[src/rtl/pic_tmr_wdt.sv]
// pic_tmr_wdt: TMR0 clock source, shared prescaler and watchdog timer.
// Define PIC_TMR_WDT_WDT_EN to build in the watchdog timer.
module pic_tmr_wdt #(
  parameter int WDT_PERIOD = 1024
) (
  input  logic       clk,
  input  logic       rst,
  input  logic [7:0] option_in,
  input  logic       t0cki,
  input  logic       tmr0_wr,
  input  logic       clrwdt,
  input  logic       sleep,
  input  logic       wake,
  output logic       tmr0_inc,
  output logic       wdtmr,
  output logic       sleeping
);

  logic       t0cs;
  logic       t0se;
  logic       psa;
  logic [2:0] ps;

  assign t0cs = option_in[5];
  assign t0se = option_in[4];
  assign psa  = option_in[3];
  assign ps   = option_in[2:0];

  logic [7:0] p;
  logic       s1;
  logic       s2;
  logic       s_prev;
  logic       psa_q;
  logic [1:0] warm;

  logic [7:0] tmask;
  logic [7:0] wmask;
  logic       edge_ok;
  logic       rise;
  logic       fall;
  logic       ev;
  logic       clr_p;
  logic       clr_b;
  logic       tall;
  logic       wall;
  logic       wdt_to;
  logic       wdt_inc;

  // TMR0 divides by 2^(PS+1), the WDT by 2^PS
  assign tmask = 8'hff >> (3'd7 - ps);
  assign wmask = 8'hff >> (4'd8 - {1'b0, ps});
  assign tall  = (p & tmask) == tmask;
  assign wall  = (p & wmask) == wmask;

  assign edge_ok = warm == 2'd3;
  assign rise    = s2 & ~s_prev;
  assign fall    = ~s2 & s_prev;
  assign ev      = t0cs ? (edge_ok & (t0se ? fall : rise))
                        : ~sleeping;

  assign clr_p = (psa ^ psa_q)
               | (tmr0_wr & ~psa)
               | (psa & (sleep | clr_b));

`ifdef PIC_TMR_WDT_WDT_EN
  localparam logic [15:0] BMAX = 16'(WDT_PERIOD - 1);

  logic [15:0] b;
  logic        tick;

  assign clr_b   = clrwdt | sleep;
  assign tick    = (b == BMAX) & ~clr_b;
  assign wdt_to  = tick & (~psa | (~clr_p & wall));
  assign wdt_inc = tick & psa;

  always_ff @(posedge clk) begin
    if (!rst) begin
      b <= '0;
    end else if (clr_b || b == BMAX) begin
      b <= '0;
    end else begin
      b <= b + 16'd1;
    end
  end
`else
  logic unused_wdt;

  assign unused_wdt = ^{clrwdt, 16'(WDT_PERIOD), wall};
  assign clr_b      = 1'b0;
  assign wdt_to     = 1'b0;
  assign wdt_inc    = 1'b0;
`endif

  logic unused_opt;

  assign unused_opt = ^option_in[7:6];

  always_ff @(posedge clk) begin
    if (!rst) begin
      s1       <= 1'b0;
      s2       <= 1'b0;
      s_prev   <= 1'b0;
      warm     <= 2'd0;
      p        <= 8'd0;
      tmr0_inc <= 1'b0;
      wdtmr    <= 1'b0;
      sleeping <= 1'b0;
      psa_q    <= psa;
    end else begin
      s1     <= t0cki;
      s2     <= s1;
      s_prev <= s2;
      psa_q  <= psa;
      if (!edge_ok) begin
        warm <= warm + 2'd1;
      end
      tmr0_inc <= psa ? ev : (ev & tall & ~clr_p);
      wdtmr    <= wdt_to;
      sleeping <= (sleeping | sleep) & ~wake & ~wdt_to;
      if (clr_p) begin
        p <= 8'd0;
      end else if (psa ? wdt_inc : ev) begin
        p <= p + 8'd1;
      end
    end
  end

endmodule
[config.mk]
export PLATFORM = sky130hd
export DESIGN_NAME = pic_tmr_wdt
export DESIGN_NICKNAME = d
export VERILOG_FILES = /design/src/rtl/pic_tmr_wdt.sv
export SDC_FILE = /design/constraint.sdc
export NUM_CORES = 1
export LEC_CHECK = 0
export BUFFER_PORTS_ARGS = -buffer_cell sky130_fd_sc_hd__buf_2
export CORE_UTILIZATION = 45
export CTS_CLUSTER_DIAMETER = 200
export DETAILED_ROUTE_END_ITERATION = 7
export PLACE_DENSITY = 0.74
export SETUP_SLACK_MARGIN = 0.2
export SLEW_MARGIN = 30
export SYNTH_ARGS = -nofsm -noshare
export SYNTH_HDL_FRONTEND = slang
export SYNTH_SLANG_ARGS = --single-unit
[constraint.sdc]
create_clock -name clk -period 3.3 [get_ports clk]
set_clock_uncertainty 0.2 [all_clocks]
set_input_delay 0.33 -clock clk [delete_from_list [all_inputs] [get_ports clk]]
set_output_delay 0.33 -clock clk [all_outputs]
set_load 0.05 [all_outputs]
Yosys cells after proc, flatten, opt, wreduce, memory -nomap -nowiden
Index checks and enable logic that the tools add are counted.
- input port bits: 15
- word-level logic and storage cells: 39
- register bits after elaboration: 16
- output and inout bits: 3
- bitwise operators: 20
- reduce and logical (&&, ||, !) cells: 1
- add/subtract/negate cells: 3
- shift operators: 1
- multiplexer cells: 4
- equal/unequal tests: 2
- operators with widths (cell ; count):
    8-bit by 1-bit adder with 8-bit output (second input constant) ; 1
    1-bit bitwise AND ; 8
    8-bit bitwise AND ; 1
    8-bit equality test ; 1
    8-bit by 3-bit right shift with 8-bit output (first input constant) ; 1
    1-bit NOT ; 7
    1-bit two-way mux ; 4
    1-bit OR ; 3
    3-bit subtractor (first input constant) ; 1
    2-bit by 1-bit adder with 2-bit output (second input constant) ; 1
    2-bit equality test (second input constant) ; 1
    2-bit OR reduction ; 1
    1-bit bitwise XOR ; 1

Longest topological paths before layout
- word-level depth: 8
- gate-level depth with buffers: 6
- depth with buffers taken out: 5

Least setup slack after synthesis
OpenSTA, ideal clock, no wires.
- kind: flip-flop to flip-flop
- from: reg sleeping
- to: reg p[7]
- slack: 1508 ps
- required time: 2979 ps
- clock period less this slack: 1792 ps
- arrival: 1471 ps
- setup time: 121 ps
- path buffers: 1
- cell stages (with the launch flop): 6
- cell sequence: dfxtp_1 -> or2_2 -> buf_2 -> a2111oi_4 -> xnor2_1 -> nor2_1
- cells in the longest elaborated chain, start to end: 3
- RTL lines (element ; RTL line ; RTL):
    start: declaration ; 16 ; output logic sleeping
    start signal: assignment ; 119 ; sleeping <= (sleeping | sleep) & ~wake & ~wdt_to;
    1-bit NOT ; 59 ; : ~sleeping;
    1-bit two-way mux ; 58 ; assign ev = t0cs ? (edge_ok & (t0se ? fall : rise))
    1-bit two-way mux ; 122 ; end else if (psa ? wdt_inc : ev) begin
    end signal: assignment ; 123 ; p <= p + 8'd1;
    end: declaration ; 29 ; logic [7:0] p;
Every way passes these cells.
A chain may end at the register's enable or synchronous reset.

Final worst setup path
- from: reg warm[0]
- to: reg p[7]
- cells in the longest elaborated chain, start to end: 4
- RTL lines (element ; RTL line ; RTL):
    start: declaration ; 34 ; logic [1:0] warm;
    start signal: assignment ; 115 ; warm <= warm + 2'd1;
    2-bit equality test ; 55 ; assign edge_ok = warm == 2'd3;
    1-bit bitwise AND ; 58 ;
    1-bit two-way mux ; 58 ;
    1-bit two-way mux ; 122 ;
Every way passes these cells.

==> metrics.txt <==
flip-flop and latch count after synthesis=16; min Tclk post-route=approximately 1.7 ns; vias in the first global route=640; total leakage power=0.326 nW; count of distinct cell types in the synthesized netlist=30; switch share=0.251; worst hold-check slack=0.0607 ns; Internal Pwr Total=290 uW; routability cong.=between 0.8 and 0.9; final hold violations=0; post-synthesis share of cell area spent on xor and xnor gates=0.0871; clock tree root driver cell=sky130_fd_sc_hd__clkbuf_4; worst min-delay path class=in2reg; achievable frequency=0.573 GHz; # rows=14; fraction of final layout cells sized beyond drive strength 1=0.224; run status=completed; detailed router's first-iteration violation count=10; largest net degree at the start of global routing=12; Synthesis Warnings=0; cell area after technology mapping=805 um2; net count after synthesis=100; worst-skew pair later-pin latency=about 0.29 ns; register-to-register setup slack=1.55 ns; CTS Buffer Depth=2; Detail Placement HPWL=~1.1 mm; number of antenna violations at the first check in global routing=0; Non-Filler Instances=between 100 and 150; startpoint of the lowest-slack register-to-register path=warm[0]; Clock power frac=0.338; final routed DRC violation total=0; height of the die=44.3 um; cell area power density=approximately 420 mW/mm2; required arrival time at the worst endpoint=roughly 3.3 ns; worst hold start=t0cki; dominant combinational cell family by area after synthesis=simple AND/OR/NAND/NOR gates; TritonCTS clock tree=yes; sequential cell area in the final layout=~320 um2; worst setup path start=warm[0]; area of the core region=0.00159 mm2; critical path endpoint category=flop; count of cells along the worst register-to-register path=5; effective utilization at floorplan=0.505; unrepaired setup endpoints after global routing=no; number of stages on the worst hold path=2; setup TNS=0 ns; count of cells resized by post-cts repair=0; Max Cap Viol=0; clock-pin slew on the worst setup and hold paths=0.09 ns; terminating pin of the worst hold path=s1; Setup WS pre-CTS=1.52 ns; simple-gate share of the synthesized area=0.213; maximum ir drop on the vdd rail=around 0.27 mV; final core occ=0.581; final routed wirelength across all metal layers=1.47 mm; total I/O pin count=18; Final setup violation count=0; GRT Residual Overflow=0; startpoint type of the worst setup path=flop; post-detailed-route wirelength per cell=12.1 um; sequential power share=0.534; Layout area overhead=15.1%; Via density=5.17; endpoint arrival time on the critical path=1.73 ns; number of buffers inserted during clock tree synthesis=3; max-slew violation count=0; post-detailed-route count of antenna-violating nets=0; adder-cell share of the synthesized area=0.0311; vias after detailed routing=631; first-pass GRT wire length=2.62 mm; PnR worst setup slack=roughly 1.6 ns; floorplan die area=0.00196 mm2; Seq/Total Area, Yosys=0.398; Synth Instances=83; number of sinks driven by the clock tree=16; leading cell types in the layout, fill and taps excluded=16 x sky130_fd_sc_hd__dfxtp_1, 13 x sky130_fd_sc_hd__buf_2, 10 x sky130_fd_sc_hd__nor2_1; die width=44.3 um; syn_area_per_cell=slightly below 10 um2; first drt pass iteration count=4; most common library cell in the layout ignoring fill and taps=sky130_fd_sc_hd__dfxtp_1; setup fix buffers added after clock tree synthesis=0; total net switching power=97.1 uW; total instance count after detailed placement=117; maximum fanout along the worst path=8; reg-to-reg endpoint=p[7]; final cycle utilization of the critical path=0.529; number of diodes=0; multiplexer area fraction after synthesis=0.0249; final-stage net count=116; path type of the worst setup path=reg2reg; number of fill cells=~150; Overall Global Routing Usage=0.192; depth of the CTS H-tree=1; area used by multi-input combinational logic=453 um2; Compound-Gate Fraction of Synth Area=0.202; portion of total power attributed to combinational logic=0.128; number of I/O port buffers=13
[sequential cells by signal, summed over array words and instances (netlist names)]
| signal | flops |
|---|---|
| s1 | 1 |
| sleeping | 1 |
| warm | 2 |
| s_prev | 1 |
| s2 | 1 |
| psa_q | 1 |
| p | 8 |
| tmr0_inc | 1 |
[per-layer routing]
layer,up-vias,share of wire,global-route usage
met2,15,0.47,0.306
met5,-,0,0
met1,294,0.45,0.216
met3,4,0.049,0.0612
li1,318,-,-
met4,0,0.021,0.133
[worst max-delay path: stages, from the launching register on]
cell                        delay [ns]
sky130_fd_sc_hd__dfxtp_1          0.36
sky130_fd_sc_hd__ha_1             0.27
sky130_fd_sc_hd__o211ai_4         0.19
sky130_fd_sc_hd__a2111oi_4        0.40
sky130_fd_sc_hd__xnor2_1          0.16
sky130_fd_sc_hd__nor2_1           0.05
[cells in the mapped netlist]
master / count / area (um2)
sky130_fd_sc_hd__mux2i_1: 2 / 20.0
sky130_fd_sc_hd__and3b_1: 1 / 8.76
sky130_fd_sc_hd__a21oi_1: 1 / 5.00
sky130_fd_sc_hd__o21ai_1: 1 / 5.00
sky130_fd_sc_hd__conb_1: 1 / 3.75
sky130_fd_sc_hd__or3_1: 1 / 6.26
sky130_fd_sc_hd__and2_1: 4 / 25.0
sky130_fd_sc_hd__o211ai_4: 1 / 21.3
sky130_fd_sc_hd__buf_2: 1 / 5.00
sky130_fd_sc_hd__a2111oi_4: 2 / 55.1
sky130_fd_sc_hd__inv_1: 3 / 11.3
sky130_fd_sc_hd__o21ai_0: 1 / 5.00
sky130_fd_sc_hd__a211oi_1: 5 / 37.5
sky130_fd_sc_hd__dfxtp_1: 16 / 320
sky130_fd_sc_hd__xnor2_1: 8 / 70.1
sky130_fd_sc_hd__o211a_1: 1 / 10.0
sky130_fd_sc_hd__nand2_1: 7 / 26.3
sky130_fd_sc_hd__or2_2: 1 / 6.26
sky130_fd_sc_hd__nor3b_1: 1 / 7.51
sky130_fd_sc_hd__buf_4: 2 / 15.0
sky130_fd_sc_hd__nand3_1: 4 / 20.0
sky130_fd_sc_hd__a31oi_1: 1 / 6.26
sky130_fd_sc_hd__nor2b_1: 1 / 6.26
sky130_fd_sc_hd__a221o_1: 1 / 10.0
sky130_fd_sc_hd__nor2_1: 10 / 37.5
sky130_fd_sc_hd__nand2b_1: 1 / 6.26
sky130_fd_sc_hd__ha_1: 2 / 25.0
sky130_fd_sc_hd__o21bai_1: 1 / 7.51
sky130_fd_sc_hd__and4_1: 1 / 8.76
sky130_fd_sc_hd__nor3b_2: 1 / 12.5
[stage by stage]
stage               area [um2]  power [mW]
finish                     926       0.388
global route               926       0.407
CTS                        926       0.392
detailed placement         880       0.261
global placement           880       0.258
floorplan                  805       0.247
[final cells by class]
cell class,count,area share
timing repair buffer,14,0.0811
tap,24,0.0324
inverter,3,0.0122
sequential,16,0.346
multi-input combinational,61,0.489
clock buffer,4,0.0392
[how the worst max path moves through the flow]
stage                     cells past startpoint  slack (ns)    to
after floorplan                               5        1.51  p[7]
after global placement                        6        1.53  p[7]
after detailed placement                      6        1.52  p[7]
after CTS                                     5        1.55  p[7]
after global routing                          5        1.46  p[7]
final                                         5        1.55  p[7]
[cells by family after synthesis]
logic type      count (synthesis)
flops                          16
buf+inv                         6
simple gates                   33
mux                             2
other cells                     1
compound gates                 15
xor+xnor                        8
fa+ha+maj                       2
[power by group through the flow]
stage	Sequential, mW	Clock [mW]	Combinational [mW]
2_1_floorplan	0.214	0	0.0329
3_3_place_gp	0.211	0	0.0474
3_5_place_dp	0.212	0	0.0495
4_1_cts	0.207	0.135	0.0505
5_1_grt	0.208	0.142	0.0570
6_report	0.207	0.131	0.0495
[timing repair]
| action | 4_1_cts | 5_1_grt |
|---|---|---|
| setup endpoints to repair | 0 | 0 |
| endpoints found under the hold margin | 1 | 0 |
| hold buffers | 1 | 0 |
Power figures use the tool's default switching activity.
